--- config.mk ---
export PLATFORM = sky130hd
export DESIGN_NAME = cheri_tbre_engine_flat
export DESIGN_NICKNAME = d
export VERILOG_FILES = /design/src/rtl/cheri_tbre_engine_pkg.sv /design/src/rtl/cheri_tbre_engine_if.sv /design/src/rtl/cheri_tbre_engine.sv /design/src/flat_wrapper.sv
export SDC_FILE = /design/constraint.sdc
export NUM_CORES = 1
export LEC_CHECK = 0
export ABC_AREA = 1
export BUFFER_PORTS_ARGS = -buffer_cell sky130_fd_sc_hd__buf_2
export CAP_MARGIN = 20
export CORE_UTILIZATION = 47
export CTS_BUF_LIST = sky130_fd_sc_hd__clkbuf_16
export DETAILED_ROUTE_END_ITERATION = 16
export PLACE_DENSITY = 0.77
export SLEW_MARGIN = 20
export SYNTH_ARGS = -nofsm -noshare
export SYNTH_HDL_FRONTEND = slang
export SYNTH_SLANG_ARGS = --single-unit
export TNS_END_PERCENT = 50
--- constraint.sdc ---
create_clock -name clk_i -period 2.69 [get_ports clk_i]
set_input_delay 0.4035 -clock clk_i [delete_from_list [all_inputs] [get_ports clk_i]]
set_output_delay 0.4035 -clock clk_i [all_outputs]
set_load 0.01 [all_outputs]
--- src/rtl/cheri_tbre_engine_pkg.sv ---
// cheri_tbre_engine_pkg: register-capability format and TBRE sweep state encoding.
package cheri_tbre_engine_pkg;

    typedef struct packed {
        logic       valid;
        logic [4:0] exp;
        logic [8:0] top;
        logic [8:0] base;
        logic [5:0] cperms;
        logic [2:0] otype;
    } reg_cap_t;

    localparam reg_cap_t NULL_REG_CAP = '{
        valid:  1'b0,
        exp:    5'd24,
        top:    9'h100,
        base:   9'h000,
        cperms: 6'h00,
        otype:  3'h0
    };

    localparam logic [2:0] TBRE_IDLE     = 3'd0;
    localparam logic [2:0] TBRE_LD_REQ   = 3'd1;
    localparam logic [2:0] TBRE_LD_WAIT  = 3'd2;
    localparam logic [2:0] TBRE_CHK_WAIT = 3'd3;
    localparam logic [2:0] TBRE_ST_REQ   = 3'd4;
    localparam logic [2:0] TBRE_ST_WAIT  = 3'd5;
    localparam logic [2:0] TBRE_NEXT     = 3'd6;
    localparam logic [2:0] TBRE_DONE     = 3'd7;

endpackage

--- src/rtl/cheri_tbre_engine_if.sv ---
// cheri_tbre_engine_if: LSU request/response port between the TBRE and the LSU.
interface cheri_tbre_engine_if;
    import cheri_tbre_engine_pkg::*;

    logic        tbre_lsu_req_o;
    logic        tbre_lsu_we_o;
    logic [31:0] tbre_lsu_addr_o;
    logic [31:0] tbre_lsu_wdata_o;
    reg_cap_t    tbre_lsu_wcap_o;
    logic        lsu_tbre_req_done_i;
    logic        lsu_tbre_resp_valid_i;
    logic        lsu_tbre_resp_err_i;
    logic [31:0] rf_wdata_lsu_i;
    reg_cap_t    rf_wcap_lsu_i;

    modport master (
        output tbre_lsu_req_o, tbre_lsu_we_o, tbre_lsu_addr_o, tbre_lsu_wdata_o, tbre_lsu_wcap_o,
        input  lsu_tbre_req_done_i, lsu_tbre_resp_valid_i, lsu_tbre_resp_err_i,
               rf_wdata_lsu_i, rf_wcap_lsu_i
    );

    modport slave (
        input  tbre_lsu_req_o, tbre_lsu_we_o, tbre_lsu_addr_o, tbre_lsu_wdata_o, tbre_lsu_wcap_o,
        output lsu_tbre_req_done_i, lsu_tbre_resp_valid_i, lsu_tbre_resp_err_i,
               rf_wdata_lsu_i, rf_wcap_lsu_i
    );

endinterface

--- src/rtl/cheri_tbre_engine.sv ---
// cheri_tbre_engine: background revocation sweep; loads each 8-byte slot and
// stores it back tag-cleared when the downstream check judges it revoked.
module cheri_tbre_engine
    import cheri_tbre_engine_pkg::*;
#(
    parameter int unsigned ChkTimeout = 8,
    parameter int unsigned CntW       = 16
) (
    input  logic                clk_i,
    input  logic                rst_ni,
    input  logic                cfg_go_i,
    input  logic                cfg_abort_i,
    input  logic [31:0]         cfg_start_i,
    input  logic [31:0]         cfg_end_i,
    output logic                stat_busy_o,
    output logic                stat_done_o,
    output logic                stat_err_o,
    output logic [CntW-1:0]     stat_rvk_cnt_o,
    cheri_tbre_engine_if.master lsu,
    input  logic                tbre_trvk_en_i,
    input  logic                tbre_trvk_clrtag_i
);

    localparam int unsigned TmoW = $clog2(ChkTimeout + 1);

    logic [2:0]      r_state;
    logic [31:0]     r_addr;
    logic [31:0]     r_end;
    logic [31:0]     r_data;
    reg_cap_t        r_cap;
    logic [TmoW-1:0] r_tmo;
    logic [CntW-1:0] r_cnt;
    logic            r_err;
    logic            r_abort;
    logic [31:0]     w_start;
    logic [31:0]     w_end;
    logic [32:0]     w_nxt;
    reg_cap_t        w_cap;

    assign w_start = cfg_start_i & 32'hFFFF_FFF8;
    assign w_end   = cfg_end_i & 32'hFFFF_FFF8;
    assign w_nxt   = {1'b0, r_addr} + 33'd8;

    always_comb begin
        w_cap       = lsu.rf_wcap_lsu_i;
        w_cap.valid = 1'b0;
    end

    always_ff @(posedge clk_i or negedge rst_ni) begin
        if (!rst_ni) begin
            r_state <= TBRE_IDLE;
            r_addr  <= '0;
            r_end   <= '0;
            r_data  <= '0;
            r_cap   <= NULL_REG_CAP;
            r_tmo   <= '0;
            r_cnt   <= '0;
            r_err   <= 1'b0;
            r_abort <= 1'b0;
        end else begin
            if (cfg_abort_i && r_state != TBRE_IDLE && r_state != TBRE_DONE) r_abort <= 1'b1;
            case (r_state)
                TBRE_IDLE: if (cfg_go_i) begin
                    r_addr  <= w_start;
                    r_end   <= w_end;
                    r_err   <= 1'b0;
                    r_cnt   <= '0;
                    r_abort <= 1'b0;
                    r_state <= (w_start >= w_end) ? TBRE_DONE : TBRE_LD_REQ;
                end
                // An abort only drops a request the LSU has not yet taken.
                TBRE_LD_REQ, TBRE_ST_REQ: begin
                    if (lsu.lsu_tbre_req_done_i)
                        r_state <= (r_state == TBRE_LD_REQ) ? TBRE_LD_WAIT : TBRE_ST_WAIT;
                    else if (cfg_abort_i)
                        r_state <= TBRE_DONE;
                end
                TBRE_LD_WAIT: if (lsu.lsu_tbre_resp_valid_i) begin
                    if (lsu.lsu_tbre_resp_err_i) begin
                        r_err   <= 1'b1;
                        r_state <= TBRE_NEXT;
                    end else begin
                        r_data  <= lsu.rf_wdata_lsu_i;
                        r_cap   <= w_cap;
                        r_tmo   <= '0;
                        r_state <= TBRE_CHK_WAIT;
                    end
                end
                TBRE_CHK_WAIT: begin
                    if (tbre_trvk_en_i) begin
                        r_state <= tbre_trvk_clrtag_i ? TBRE_ST_REQ : TBRE_NEXT;
                    end else if (r_tmo == TmoW'(ChkTimeout - 1)) begin
                        r_err   <= 1'b1;
                        r_state <= TBRE_NEXT;
                    end else begin
                        r_tmo <= r_tmo + 1'b1;
                    end
                end
                TBRE_ST_WAIT: if (lsu.lsu_tbre_resp_valid_i) begin
                    if (r_cnt != '1) r_cnt <= r_cnt + 1'b1;
                    if (lsu.lsu_tbre_resp_err_i) r_err <= 1'b1;
                    r_state <= TBRE_NEXT;
                end
                // 33-bit compare: a carry out of the address ends the sweep instead of wrapping.
                TBRE_NEXT: begin
                    r_addr  <= w_nxt[31:0];
                    r_state <= (r_abort || cfg_abort_i || w_nxt >= {1'b0, r_end}) ? TBRE_DONE : TBRE_LD_REQ;
                end
                TBRE_DONE: r_state <= TBRE_IDLE;
                default:   r_state <= TBRE_IDLE;
            endcase
        end
    end

    assign lsu.tbre_lsu_req_o   = (r_state == TBRE_LD_REQ) || (r_state == TBRE_ST_REQ);
    assign lsu.tbre_lsu_we_o    = r_state == TBRE_ST_REQ;
    assign lsu.tbre_lsu_addr_o  = r_addr;
    assign lsu.tbre_lsu_wdata_o = r_data;
    assign lsu.tbre_lsu_wcap_o  = r_cap;
    assign stat_busy_o          = r_state != TBRE_IDLE;
    assign stat_done_o          = r_state == TBRE_DONE;
    assign stat_err_o           = r_err;
    assign stat_rvk_cnt_o       = r_cnt;

endmodule

--- src/flat_wrapper.sv ---
// flat-port wrapper written by rule: the top's interface ports become plain ports
module cheri_tbre_engine_flat import cheri_tbre_engine_pkg::*;
#(
    parameter int unsigned ChkTimeout = 8,
    parameter int unsigned CntW       = 16
)
  (clk_i, rst_ni, cfg_go_i, cfg_abort_i, cfg_start_i, cfg_end_i, stat_busy_o, stat_done_o, stat_err_o, stat_rvk_cnt_o, tbre_trvk_en_i, tbre_trvk_clrtag_i, lsu_tbre_lsu_req_o, lsu_tbre_lsu_we_o, lsu_tbre_lsu_addr_o, lsu_tbre_lsu_wdata_o, lsu_tbre_lsu_wcap_o, lsu_lsu_tbre_req_done_i, lsu_lsu_tbre_resp_valid_i, lsu_lsu_tbre_resp_err_i, lsu_rf_wdata_lsu_i, lsu_rf_wcap_lsu_i);
  cheri_tbre_engine_if lsu_i ();
  input  logic clk_i;
  input  logic rst_ni;
  input  logic cfg_go_i;
  input  logic cfg_abort_i;
  input  logic [31:0] cfg_start_i;
  input  logic [31:0] cfg_end_i;
  output logic stat_busy_o;
  output logic stat_done_o;
  output logic stat_err_o;
  output logic [CntW-1:0] stat_rvk_cnt_o;
  input  logic tbre_trvk_en_i;
  input  logic tbre_trvk_clrtag_i;
  output wire logic [$bits(lsu_i.tbre_lsu_req_o)-1:0] lsu_tbre_lsu_req_o;
  output wire logic [$bits(lsu_i.tbre_lsu_we_o)-1:0] lsu_tbre_lsu_we_o;
  output wire logic [$bits(lsu_i.tbre_lsu_addr_o)-1:0] lsu_tbre_lsu_addr_o;
  output wire logic [$bits(lsu_i.tbre_lsu_wdata_o)-1:0] lsu_tbre_lsu_wdata_o;
  output wire logic [$bits(lsu_i.tbre_lsu_wcap_o)-1:0] lsu_tbre_lsu_wcap_o;
  input wire logic [$bits(lsu_i.lsu_tbre_req_done_i)-1:0] lsu_lsu_tbre_req_done_i;
  input wire logic [$bits(lsu_i.lsu_tbre_resp_valid_i)-1:0] lsu_lsu_tbre_resp_valid_i;
  input wire logic [$bits(lsu_i.lsu_tbre_resp_err_i)-1:0] lsu_lsu_tbre_resp_err_i;
  input wire logic [$bits(lsu_i.rf_wdata_lsu_i)-1:0] lsu_rf_wdata_lsu_i;
  input wire logic [$bits(lsu_i.rf_wcap_lsu_i)-1:0] lsu_rf_wcap_lsu_i;
  assign lsu_tbre_lsu_req_o = lsu_i.tbre_lsu_req_o;
  assign lsu_tbre_lsu_we_o = lsu_i.tbre_lsu_we_o;
  assign lsu_tbre_lsu_addr_o = lsu_i.tbre_lsu_addr_o;
  assign lsu_tbre_lsu_wdata_o = lsu_i.tbre_lsu_wdata_o;
  assign lsu_tbre_lsu_wcap_o = lsu_i.tbre_lsu_wcap_o;
  assign lsu_i.lsu_tbre_req_done_i = lsu_lsu_tbre_req_done_i;
  assign lsu_i.lsu_tbre_resp_valid_i = lsu_lsu_tbre_resp_valid_i;
  assign lsu_i.lsu_tbre_resp_err_i = lsu_lsu_tbre_resp_err_i;
  assign lsu_i.rf_wdata_lsu_i = lsu_rf_wdata_lsu_i;
  assign lsu_i.rf_wcap_lsu_i = lsu_rf_wcap_lsu_i;
  cheri_tbre_engine #(.ChkTimeout(ChkTimeout), .CntW(CntW)) u_core (.clk_i(clk_i), .rst_ni(rst_ni), .cfg_go_i(cfg_go_i), .cfg_abort_i(cfg_abort_i), .cfg_start_i(cfg_start_i), .cfg_end_i(cfg_end_i), .stat_busy_o(stat_busy_o), .stat_done_o(stat_done_o), .stat_err_o(stat_err_o), .stat_rvk_cnt_o(stat_rvk_cnt_o), .lsu(lsu_i), .tbre_trvk_en_i(tbre_trvk_en_i), .tbre_trvk_clrtag_i(tbre_trvk_clrtag_i));
endmodule
==> impl_metrics.toml <==
[run_status]
status = "finished with violations"
violations = "negative setup slack"

[worst_hold_path]
min_path_cells = 3
hp-start = "lsu_rf_wcap_lsu_i[24]"
hold_class = "in -> reg"
min_to = "u_core.lsu.tbre_lsu_wcap_o[24]"

[placement]
portBuffers = 244
gp_congestion = 0.903
hpwl_mm = 18.4
placed_cells = 1608
pre_cts_slack_ns = -0.174
dpl_cell_area_mm2 = 0.0104

[clock_network]
clkTransAtPathRegs_ns = 0.07
cts_sinks = 147
cts_buffer_depth = 2
cts_htree_levels = 4
cts_tree = "yes"
root_buffer = "clkbuf_16"
clk_latency_ns = 0.42
cts_made_buffers = 17

[logic_synthesis]
postSynthCellCount = 1102
synth-seq-cells = 147
ys.flop_type = "dfrtp_1"
synth_edf_count = 0
ys_warn_count = 0
syn_area_mm2 = 0.00851
ys_seq_area_share_pct = 43.3
avgSynthCellArea_um2 = 7.72
synth.distinct_cells = 49
async_reset_ff_share_pct = 100

[floorplanning]
rows = 48
die_width_um = 137
die_h_um = 137
coreArea_mm2 = 0.0175
io-pin-count = 256
dieArea_mm2 = 0.0186
initial_utilization_pct = 48.7

[critical_path]
crit_type = "reg -> reg"
regToRegStartpoint = "u_core.lsu.tbre_lsu_addr_o[8]"
path_max_fanout = 3
cp_slowest_cell = "dfrtp_1"
critical_path.top_delay_family = "simple AND/OR/NAND/NOR gates"
cp_num_buf_inv = 4
rr_endpoint = "u_core.r_state[2]"
reg2reg_slack_ns = -0.29
critPathMostFrequentCell = "nand2_1"
reg2regPathDepth = 22
worstSetupStartpointType = "flip-flop"
cp_data_required_time_ns = 3.04
crit_arrival_ns = 3.33
critPathCaptureType = "flip-flop"
crit_path_cell_trace = "buf_4, nand2_1, nor3_4, nand4_4, nor3_4, nand2_4, buf_4, xor2_2, inv_1, ha_1, nand4_1, nor3_1, nand2_1, nand2_1, nand2_1, nand2_1, nand2_1, nand2_1, nand2_2, nand3_2, nand2_1, inv_1"
cpPeakStageDelay_ns = 0.41

[global_routing]
grt_usage_pct = 26.2
antenna_found_initial = 0
grt_pass1_wl_mm = 38.5
overflow = 0
grt_max_degree = 65
grt_pass1_vias = 8018

[power]
total_power_mw = 12.6
power.density_mw_per_mm2 = 1120
irDropWorstVdd_v = 0.000600
power_leakage_nw = 6.24

[timing]
tightest_slew_ns = 0.639
fin_crit_ns = 2.98
finalMaxSlewViolations = 0
setup_violations = 2
finalHoldViolations = 0
max_freq_mhz = 336
max-slew-margin-rel_pct = 56.3
hold_slack_ns = 0.174
rsz0062_at_grt = "yes"
clock_skew_ns = 0.0126
finalCritPeriodShare_pct = 111
setup_slack_ns = -0.285

[drt]
firstDrtPassIters = 5
first_iter_violations = 474
avgRoutedWirePerCell_um = 15.0
routed_wl_mm = 24.8
ant_nets = 0
post-route-drc-count = 0
viasPerCell = 5.04
vias = 8304

[layout]
instances_no_fill = 1647
n_fill_cell = 1521
drive_gt1_share_pct = 28.4
design_area_mm2 = 0.0112
diodes = 0
syn2layout_area_growth_pct = 32.1
fin_nets = 1608

[flow_run]
maxCapViolations = 0
==> cells in the mapped netlist, drive strengths merged (5+ instances only) <==
cell	number	area share, %
a21oi	35	2.1
nand4	14	1.2
inv	151	6.7
nor2	45	2.1
o31ai	9	0.79
o21ai	55	3.3
o211ai	11	0.97
xor2	24	2.5
dfrtp	144	42
ha	61	9.0
buf	16	1.0
nor3	25	2.0
nor4	6	0.51
clkbuf	19	0.84
o22ai	5	0.37
nand3	39	2.4
nand2	406	18
o221ai	9	0.93
xnor2	5	0.51
==> what timing repair did <==
item                                   CTS  global route
hold buffers                             1             0
setup buffers                            0             6
resized for setup                        5            28
setup endpoints to repair                2             2
pin swaps                                0            25
endpoints found under the hold margin   47             0
==> metrics by stage <==
step                      util, %  setup TNS (ns)
after CTS                    63.3          -0.343
after detailed placement     59.6          -0.348
final                        64.3          -0.566
after global routing         64.3           -1.01
after floorplan                 -         -0.0664
after global placement       59.6          -0.242
==> registers in the layout (all words and copies together) (netlist names) <==
| register | cells |
|---|---|
| u_core.r_tmo | 4 |
| u_core.lsu.tbre_lsu_addr_o | 29 |
| u_core.r_end | 29 |
| u_core.stat_rvk_cnt_o | 16 |
| u_core.r_abort | 1 |
| u_core.lsu.tbre_lsu_wcap_o | 32 |
| u_core.stat_err_o | 1 |
| u_core.lsu.tbre_lsu_wdata_o | 32 |
| u_core.r_state | 3 |
==> routing by layer <==
metal	track usage, %	up-vias	part of all wire (%)
met3	3.78	44	4.6
met4	9.81	0	2.5
li1	-	4125	-
met5	0	-	0
met1	34.7	3867	43
met2	43.4	268	49
==> cell type report <==
| cell class | instances | area (um^2) | share of cell area [%] |
|---|---|---|---|
| Clock inverter | 15 | 189 | 1.68 |
| Clock buffer | 17 | 425 | 3.79 |
| Tap cell | 225 | 282 | 2.51 |
| Inverter | 155 | 582 | 5.18 |
| Multi-Input combinational cell | 768 | 4250 | 37.8 |
| Timing Repair Buffer | 320 | 1830 | 16.3 |
| Sequential cell | 147 | 3680 | 32.8 |
==> worst register-to-register path, delay by kind of cell (launching register included) <==
kind,cells,cell delay [ns]
AND/OR/NAND/NOR,16,1.70
XOR/XNOR,1,0.13
adder cells (fa/ha/maj),1,0.30
flip-flops,1,0.41
buffers and inverters,4,0.39
==> cell families after synthesis <==
logic type,share of synthesized area (%)
and+or+nand+nor,26.8
muxes,0.118
buffers and inverters,8.69
adders and majority gates,8.97
other,0.0441
AOI/OAI and AO/OA,9.09
xor gates and xnor gates,2.99
DFF,43.3
==> power by group <==
part	leakage (nW)	switching (mW)	internal, mW
clock	0.299	1.06	1.41
sequential	1.85	0.694	3.25
combinational	4.09	3.63	2.53
total	6.24	5.38	7.19
==> placed cells by master, fill, tap and decap left out, drive strengths merged, types with 2 or more instances in the layout <==
| cell | count |
|---|---|
| nand3 | 39 |
| nor4 | 6 |
| o21ai | 55 |
| dfstp | 3 |
| ha | 61 |
| bufinv | 2 |
| xnor2 | 5 |
| o221ai | 9 |
| clkinv | 8 |
| dfrtp | 144 |
| nor3 | 25 |
| nand2 | 406 |
| buf | 319 |
| inv | 159 |
| clkbuf | 17 |
| o22ai | 5 |
| conb | 4 |
| o211ai | 11 |
| and3 | 2 |
| o31ai | 9 |
| nand3b | 2 |
| nand4 | 14 |
| a21oi | 35 |
| or2 | 2 |
| nor2 | 45 |
| xor2 | 24 |
==> how the worst max path moves through the flow <==
stage               slack [ns]  depth (start not counted)           endpoint                           from
CTS                      -0.17                         23  u_core.r_state[1]  u_core.lsu.tbre_lsu_addr_o[4]
detailed placement       -0.17                         21  u_core.r_state[1]  u_core.lsu.tbre_lsu_addr_o[3]
global placement         -0.13                         20  u_core.r_state[2]  u_core.lsu.tbre_lsu_addr_o[3]
floorplan                -0.04                         23  u_core.r_state[2]  u_core.lsu.tbre_lsu_addr_o[3]
global route             -0.52                         25  u_core.r_state[2]  u_core.lsu.tbre_lsu_addr_o[8]
finish                   -0.29                         22  u_core.r_state[2]  u_core.lsu.tbre_lsu_addr_o[8]
(Power assumes the default switching activity.)
